### config.mk
export PLATFORM = sky130hd
export DESIGN_NAME = nbcac_di_decoder_seq_flat
export DESIGN_NICKNAME = d
export VERILOG_FILES = /design/src/rtl/nbcac_di_decoder_seq_if.sv /design/src/rtl/nbcac_di_decoder_seq.sv /design/src/flat_wrapper.sv
export SDC_FILE = /design/constraint.sdc
export NUM_CORES = 1
export LEC_CHECK = 0
export ABC_AREA = 1
export BUFFER_PORTS_ARGS = -buffer_cell sky130_fd_sc_hd__clkbuf_2
export CORE_UTILIZATION = 55
export CTS_BUF_LIST = sky130_fd_sc_hd__clkbuf_4 sky130_fd_sc_hd__clkbuf_8
export CTS_CLUSTER_SIZE = 16
export DETAILED_ROUTE_END_ITERATION = 10
export PLACE_DENSITY = 0.8
export SETUP_SLACK_MARGIN = 0.4
export SLEW_MARGIN = 10
export SYNTH_ARGS = -nofsm -noshare
export SYNTH_HDL_FRONTEND = slang
export SYNTH_SLANG_ARGS = --single-unit
### constraint.sdc
create_clock -name clk -period 2.5 [get_ports clk]
set_input_delay 0 -clock clk [delete_from_list [all_inputs] [get_ports clk]]
set_output_delay 0 -clock clk [all_outputs]
set_load 0.05 [all_outputs]
### src/rtl/nbcac_di_decoder_seq_if.sv
// rtl/nbcac_di_decoder_seq_if.sv - codeword in / decoded value out handshake bundle
interface nbcac_di_decoder_seq_if #(
  parameter int N  = 17,
  parameter int VW = 12
) ();
  logic          in_valid;
  logic          in_ready;
  logic [N:1]    d;
  logic          out_valid;
  logic          out_ready;
  logic [VW-1:0] v;
  logic          ovf;
  logic          busy;

  modport master (
    output in_valid, d, out_ready,
    input  in_ready, out_valid, v, ovf, busy
  );

  modport slave (
    input  in_valid, d, out_ready,
    output in_ready, out_valid, v, ovf, busy
  );
endinterface

### src/rtl/nbcac_di_decoder_seq.sv
// rtl/nbcac_di_decoder_seq.sv - bit-serial NBCAC codeword decoder
// Doubled-Fibonacci weights are generated on the fly, BPC codeword bits per RUN cycle.
module nbcac_di_decoder_seq #(
  parameter int N   = 17,
  parameter int VW  = 12,
  parameter int BPC = 1
) (
  input  logic                  clk,
  input  logic                  rst,
  nbcac_di_decoder_seq_if.slave bus
);

  localparam int STEPS = (N - 1) / BPC;
  localparam int CW    = (STEPS > 1) ? $clog2(STEPS) : 1;
  localparam logic [CW-1:0] LAST = CW'(STEPS - 1);
  localparam logic [VW+1:0] SAT  = {2'b01, {VW{1'b0}}};

  generate
    if (N < 3 || !(BPC == 1 || BPC == 2 || BPC == 4 || BPC == 8) || ((N - 1) % BPC) != 0) begin : g_bad_param
      $error("nbcac_di_decoder_seq: illegal N/BPC combination");
    end
  endgenerate

  typedef enum logic [1:0] {IDLE, RUN, DONE} state_t;

  state_t        state, state_n;
  logic [N-2:0]  sh, sh_n;
  logic [VW:0]   acc, acc_n;
  logic [VW:0]   cur, cur_n;
  logic [VW:0]   prev, prev_n;
  logic [VW:0]   sum;
  logic [VW+1:0] nxt;
  logic [CW-1:0] cnt;
  logic          ovf_q, ovf_n;

  always_ff @(posedge clk or posedge rst) begin
    if (rst) state <= IDLE;
    else     state <= state_n;
  end

  always_comb begin
    state_n = state;
    case (state)
      IDLE:    if (bus.in_valid)  state_n = RUN;
      RUN:     if (cnt == LAST)   state_n = DONE;
      DONE:    if (bus.out_ready) state_n = IDLE;
      default: state_n = IDLE;
    endcase
  end

  // BPC unrolled steps; a carry out of the low VW bits (including any add
  // of a saturated weight) sets the sticky range flag.
  always_comb begin
    sh_n   = sh;
    acc_n  = acc;
    cur_n  = cur;
    prev_n = prev;
    ovf_n  = ovf_q;
    sum    = '0;
    nxt    = '0;
    for (int i = 0; i < BPC; i++) begin
      if (sh_n[N-2]) begin
        sum   = acc_n + cur_n;
        ovf_n = ovf_n | sum[VW];
        acc_n = {1'b0, sum[VW-1:0]};
      end
      sh_n   = {sh_n[N-3:0], 1'b0};
      nxt    = {1'b0, cur_n} + {1'b0, prev_n};
      prev_n = cur_n;
      cur_n  = (nxt >= SAT) ? SAT[VW:0] : nxt[VW:0];
    end
  end

  always_ff @(posedge clk or posedge rst) begin
    if (rst) begin
      sh    <= '0;
      acc   <= '0;
      cur   <= '0;
      prev  <= '0;
      cnt   <= '0;
      ovf_q <= 1'b0;
    end else begin
      case (state)
        IDLE: if (bus.in_valid) begin
          sh    <= bus.d[N:2];
          acc   <= {{VW{1'b0}}, bus.d[1]};
          cur   <= (VW+1)'(2);
          prev  <= '0;
          cnt   <= '0;
          ovf_q <= 1'b0;
        end
        RUN: begin
          sh    <= sh_n;
          acc   <= acc_n;
          cur   <= cur_n;
          prev  <= prev_n;
          cnt   <= cnt + 1'b1;
          ovf_q <= ovf_n;
        end
        default: ;
      endcase
    end
  end

  assign bus.in_ready  = (state == IDLE) && !rst;
  assign bus.out_valid = (state == DONE);
  assign bus.v         = (state == DONE) ? acc[VW-1:0] : '0;
  assign bus.ovf       = (state == DONE) ? ovf_q : 1'b0;
  assign bus.busy      = (state != IDLE);

endmodule

### src/flat_wrapper.sv
// flat-port wrapper written by rule: the top's interface ports become plain ports
module nbcac_di_decoder_seq_flat 
#(
  parameter int N   = 17,
  parameter int VW  = 12,
  parameter int BPC = 1
)
  (clk, rst, bus_in_valid, bus_d, bus_out_ready, bus_in_ready, bus_out_valid, bus_v, bus_ovf, bus_busy);
  nbcac_di_decoder_seq_if #(.N(N), .VW(VW)) bus_i ();
  input  logic clk;
  input  logic rst;
  input wire logic [$bits(bus_i.in_valid)-1:0] bus_in_valid;
  input wire logic [$bits(bus_i.d)-1:0] bus_d;
  input wire logic [$bits(bus_i.out_ready)-1:0] bus_out_ready;
  output wire logic [$bits(bus_i.in_ready)-1:0] bus_in_ready;
  output wire logic [$bits(bus_i.out_valid)-1:0] bus_out_valid;
  output wire logic [$bits(bus_i.v)-1:0] bus_v;
  output wire logic [$bits(bus_i.ovf)-1:0] bus_ovf;
  output wire logic [$bits(bus_i.busy)-1:0] bus_busy;
  assign bus_i.in_valid = bus_in_valid;
  assign bus_i.d = bus_d;
  assign bus_i.out_ready = bus_out_ready;
  assign bus_in_ready = bus_i.in_ready;
  assign bus_out_valid = bus_i.out_valid;
  assign bus_v = bus_i.v;
  assign bus_ovf = bus_i.ovf;
  assign bus_busy = bus_i.busy;
  nbcac_di_decoder_seq #(.N(N), .VW(VW), .BPC(BPC)) u_core (.clk(clk), .rst(rst), .bus(bus_i));
endmodule
==> reports/results.tsv <==
stage	metric	value	unit
placement	RePlAce Congestion	0.947	
critical_path	worst path required time	2.74	ns
clocking	clk sinks	61	
critical_path	crit end category	register	
clocking	clock slew at reported path FFs	0.08	ns
floorplanning	std cell rows	31	
floorplanning	Core ar.	7210	um^2
timing	RSZ-0062 raised after global routing	false	
critical_path	Worst Reg2Reg Path Length in Cells	9	
synth	net count after synthesis	586	
clocking	CTS Buffer Depth	2	
critical_path	CP Class	reg2reg	
timing	fin crit period	1.87	ns
synth	Post-synth EDFFs	0	
timing	Hold Fails Final Rpt	0	
synth	Mean Syn Cell Area	7.60	um^2
synth	number of unique standard cell types used by synthesis	37	
critical_path	crit path DAT	2.11	ns
global_routing	first-pass GRT wire length	16.2	mm
routing	WL final	9.46	mm
synth	sequential area share after synthesis	0.374	
layout	diodes inserted	0	
placement	hpwl dp	6.62	mm
timing	FMAX	534	MHz
clocking	H-tree levels	3	
hold_path	Hold Path Class	in2async	
layout	synthesis-to-finish area growth	16.8	%
routing	DR WL met2	4.46	mm
synth	top post-synthesis cells by area	dfrtp_1 (37%), nand2_1 (13%), ha_1 (8.0%), inv_1 (6.4%), nor2_1 (3.8%)	
critical_path	RR Endpoint	u_core.cur[10]	
global_routing	largest net degree at the start of global routing	38	
routing	Avg WL per Cell	13.5	um
pwr	maximum vdd drop	0.925	mV
routing	Top Metal Used	met4	
synth	synthesized area	4080	um^2
timing	fin crit share	0.749	
placement	Port-buffer cells	36	
floorplanning	Die Y	88.1	um
floorplanning	Die Width	88.1	um
timing	fin worst setup slack	0.627	ns
critical_path	CP Max Fanout	10	
timing	Final Slew Violations	0	
routing	first-pass iteration count of the detailed router	4	
critical_path	worst r2r src	u_core.cur[0]	
layout	share of cells above drive strength 1	0.161	
timing	Worst Tran Pin Value	0.541	ns
timing	Rel. slew slack	0.638	
routing	met3 routed WL	330	um
synth	cells after synthesis	537	
layout	# fillers	648	
pwr	P_leak	0.00254	uW
synth	top-count cell post-synth	nand2_1	
status	status	finished, final reports clean	
pwr	Tot Pwr	5420	uW
clocking	clock root cell	clkbuf_8	
critical_path	startpoint type of the worst setup path	register	
clocking	CTS buffer count	9	
synth	Synthesis Warnings	0	
synth	Async S/R FF share, synth	1.00	
global_routing	GRT overflow	0	
routing	Detail Route Antenna Nets	0	
floorplanning	Starting Density	0.565	
clocking	CTS tree	built	
placement	Place WS	0.496	ns
global_routing	GR Util All Layers	0.274	
critical_path	R2R Setup Slk	0.63	ns
global_routing	vias in the first global route	3544	
synth	dominant synthesized flop cell	dfrtp_1	
timing	Setup violations, final	0	
routing	# DRC	0	
layout	fin util	0.661	
clocking	worst-skew pair later-pin latency	0.35	ns
synth	Synth top area share	0.374	
layout	Final nets	646	
floorplanning	IO Count	37	
routing	DR iter-0 viols	201	
routing	M1 wire length	4.42	mm
timing	Final Skew	0.0111	ns
synth	most frequent cells after synthesis	nand2_1 (139), inv_1 (70), dfrtp_1 (61)	
synth	cell accounting for the most synthesized area	dfrtp_1	
timing	TNS Setup	0	ns
routing	post-DR vias/cell	5.27	
pwr	PwrDens	1140	nW/um^2
routing	vias	3694	
global_routing	initial antenna violation count	0	
run	max_cap viols	0	
floorplanning	overall die area	7760	um^2
synth	Yosys reg bits	61	
state kept, by name, indices dropped and copies added (netlist names):
register and flops:
u_core.acc 12, u_core.cnt 4, u_core.prev 13, u_core.ovf_q 1, u_core.cur 13, u_core.state 2
u_core.sh 16
per-stage QoR:
stage / hold WS [ns] / instances / area, um^2
6_report: 0.166 / 701 / 4770
5_1_grt: 0.203 / 701 / 4770
4_1_cts: 0.155 / 700 / 4760
3_5_place_dp: -0.0180 / 663 / 4330
3_3_place_gp: -0.0268 / 663 / 4330
2_1_floorplan: 0.109 / 537 / 4080
critical path, stage by stage (launching register included):
cell and delay, ns:
dfrtp_1 0.39, ha_1 0.21, inv_1 0.09, fa_2 0.38
o21ai_2 0.18, nand2_2 0.10, nand4_1 0.14, nand2_4 0.13
nand4_1 0.09, nand2_1 0.06
worst max-delay path by stage:
| stage | end | start | depth (start not counted) | slack [ns] |
|---|---|---|---|---|
| 6_report | u_core.cur[10] | u_core.cur[0] | 9 | 0.63 |
| 5_1_grt | u_core.cur[4] | u_core.cur[7] | 10 | 0.46 |
| 4_1_cts | u_core.cur[3] | u_core.cur[0] | 9 | 0.48 |
| 3_5_place_dp | u_core.cur[8] | u_core.cur[0] | 9 | 0.50 |
| 3_3_place_gp | u_core.cur[8] | u_core.cur[0] | 9 | 0.64 |
| 2_1_floorplan | u_core.cur[1] | u_core.cur[0] | 11 | 0.74 |
layer usage:
layer  track usage  vias up
met5             0        -
met4         0.106        0
met3        0.0547       19
met2         0.443       80
met1         0.365     1715
li1              -     1880
kinds of logic after synthesis:
group,count (synthesis),synth area share
AOI/OAI and AO/OA,96,0.144
adders and majority gates,28,0.0896
buffers and inverters,97,0.0991
DFF,61,0.374
and+or+nand+nor,245,0.272
xor gates and xnor gates,10,0.0215
area by class of cell:
cell class	count	area, um^2	area share
Tap cell	99	124	0.0260
Sequential cell	61	1530	0.320
Clock buffer	10	131	0.0276
Multi-Input combinational cell	379	2150	0.451
Timing Repair Buffer	62	428	0.0898
Inverter	84	318	0.0667
Clock inverter	6	87.6	0.0184
timing repair:
item / CTS / global route
buffers inserted: 0 / 1
hold buffers: 21 / 0
hold endpoints to repair: 33 / 0
gates resized for setup: 0 / 1
endpoints found under the setup margin: 0 / 12
power by group:
| group | switching (uW) | total (uW) | internal (uW) |
|---|---|---|---|
| clock network | 416 | 988 | 572 |
| logic | 1800 | 2710 | 912 |
| registers | 304 | 1720 | 1420 |
| total | 2520 | 5420 | 2900 |
layout by cell type (no fill, tap or decap), types with 6 or more instances in the layout:
cell           Yosys  final
nand4_1           17     17
o21ai_1           13     13
dfrtp_1           61     61
nor2_1            41     41
dlygate4sd3_1      0     21
nand3_1           24     24
a21oi_1           19     19
nand2_2            9      9
o22ai_1            7      7
clkbuf_2           0     36
o21ai_0           24     24
a22o_1            11     11
inv_1             70     69
clkbuf_8           1      9
o211ai_1          16     16
xor2_1             6      6
ha_1              26     26
inv_2             13     14
nand2_1          139    139
(Power assumes the default switching activity.)
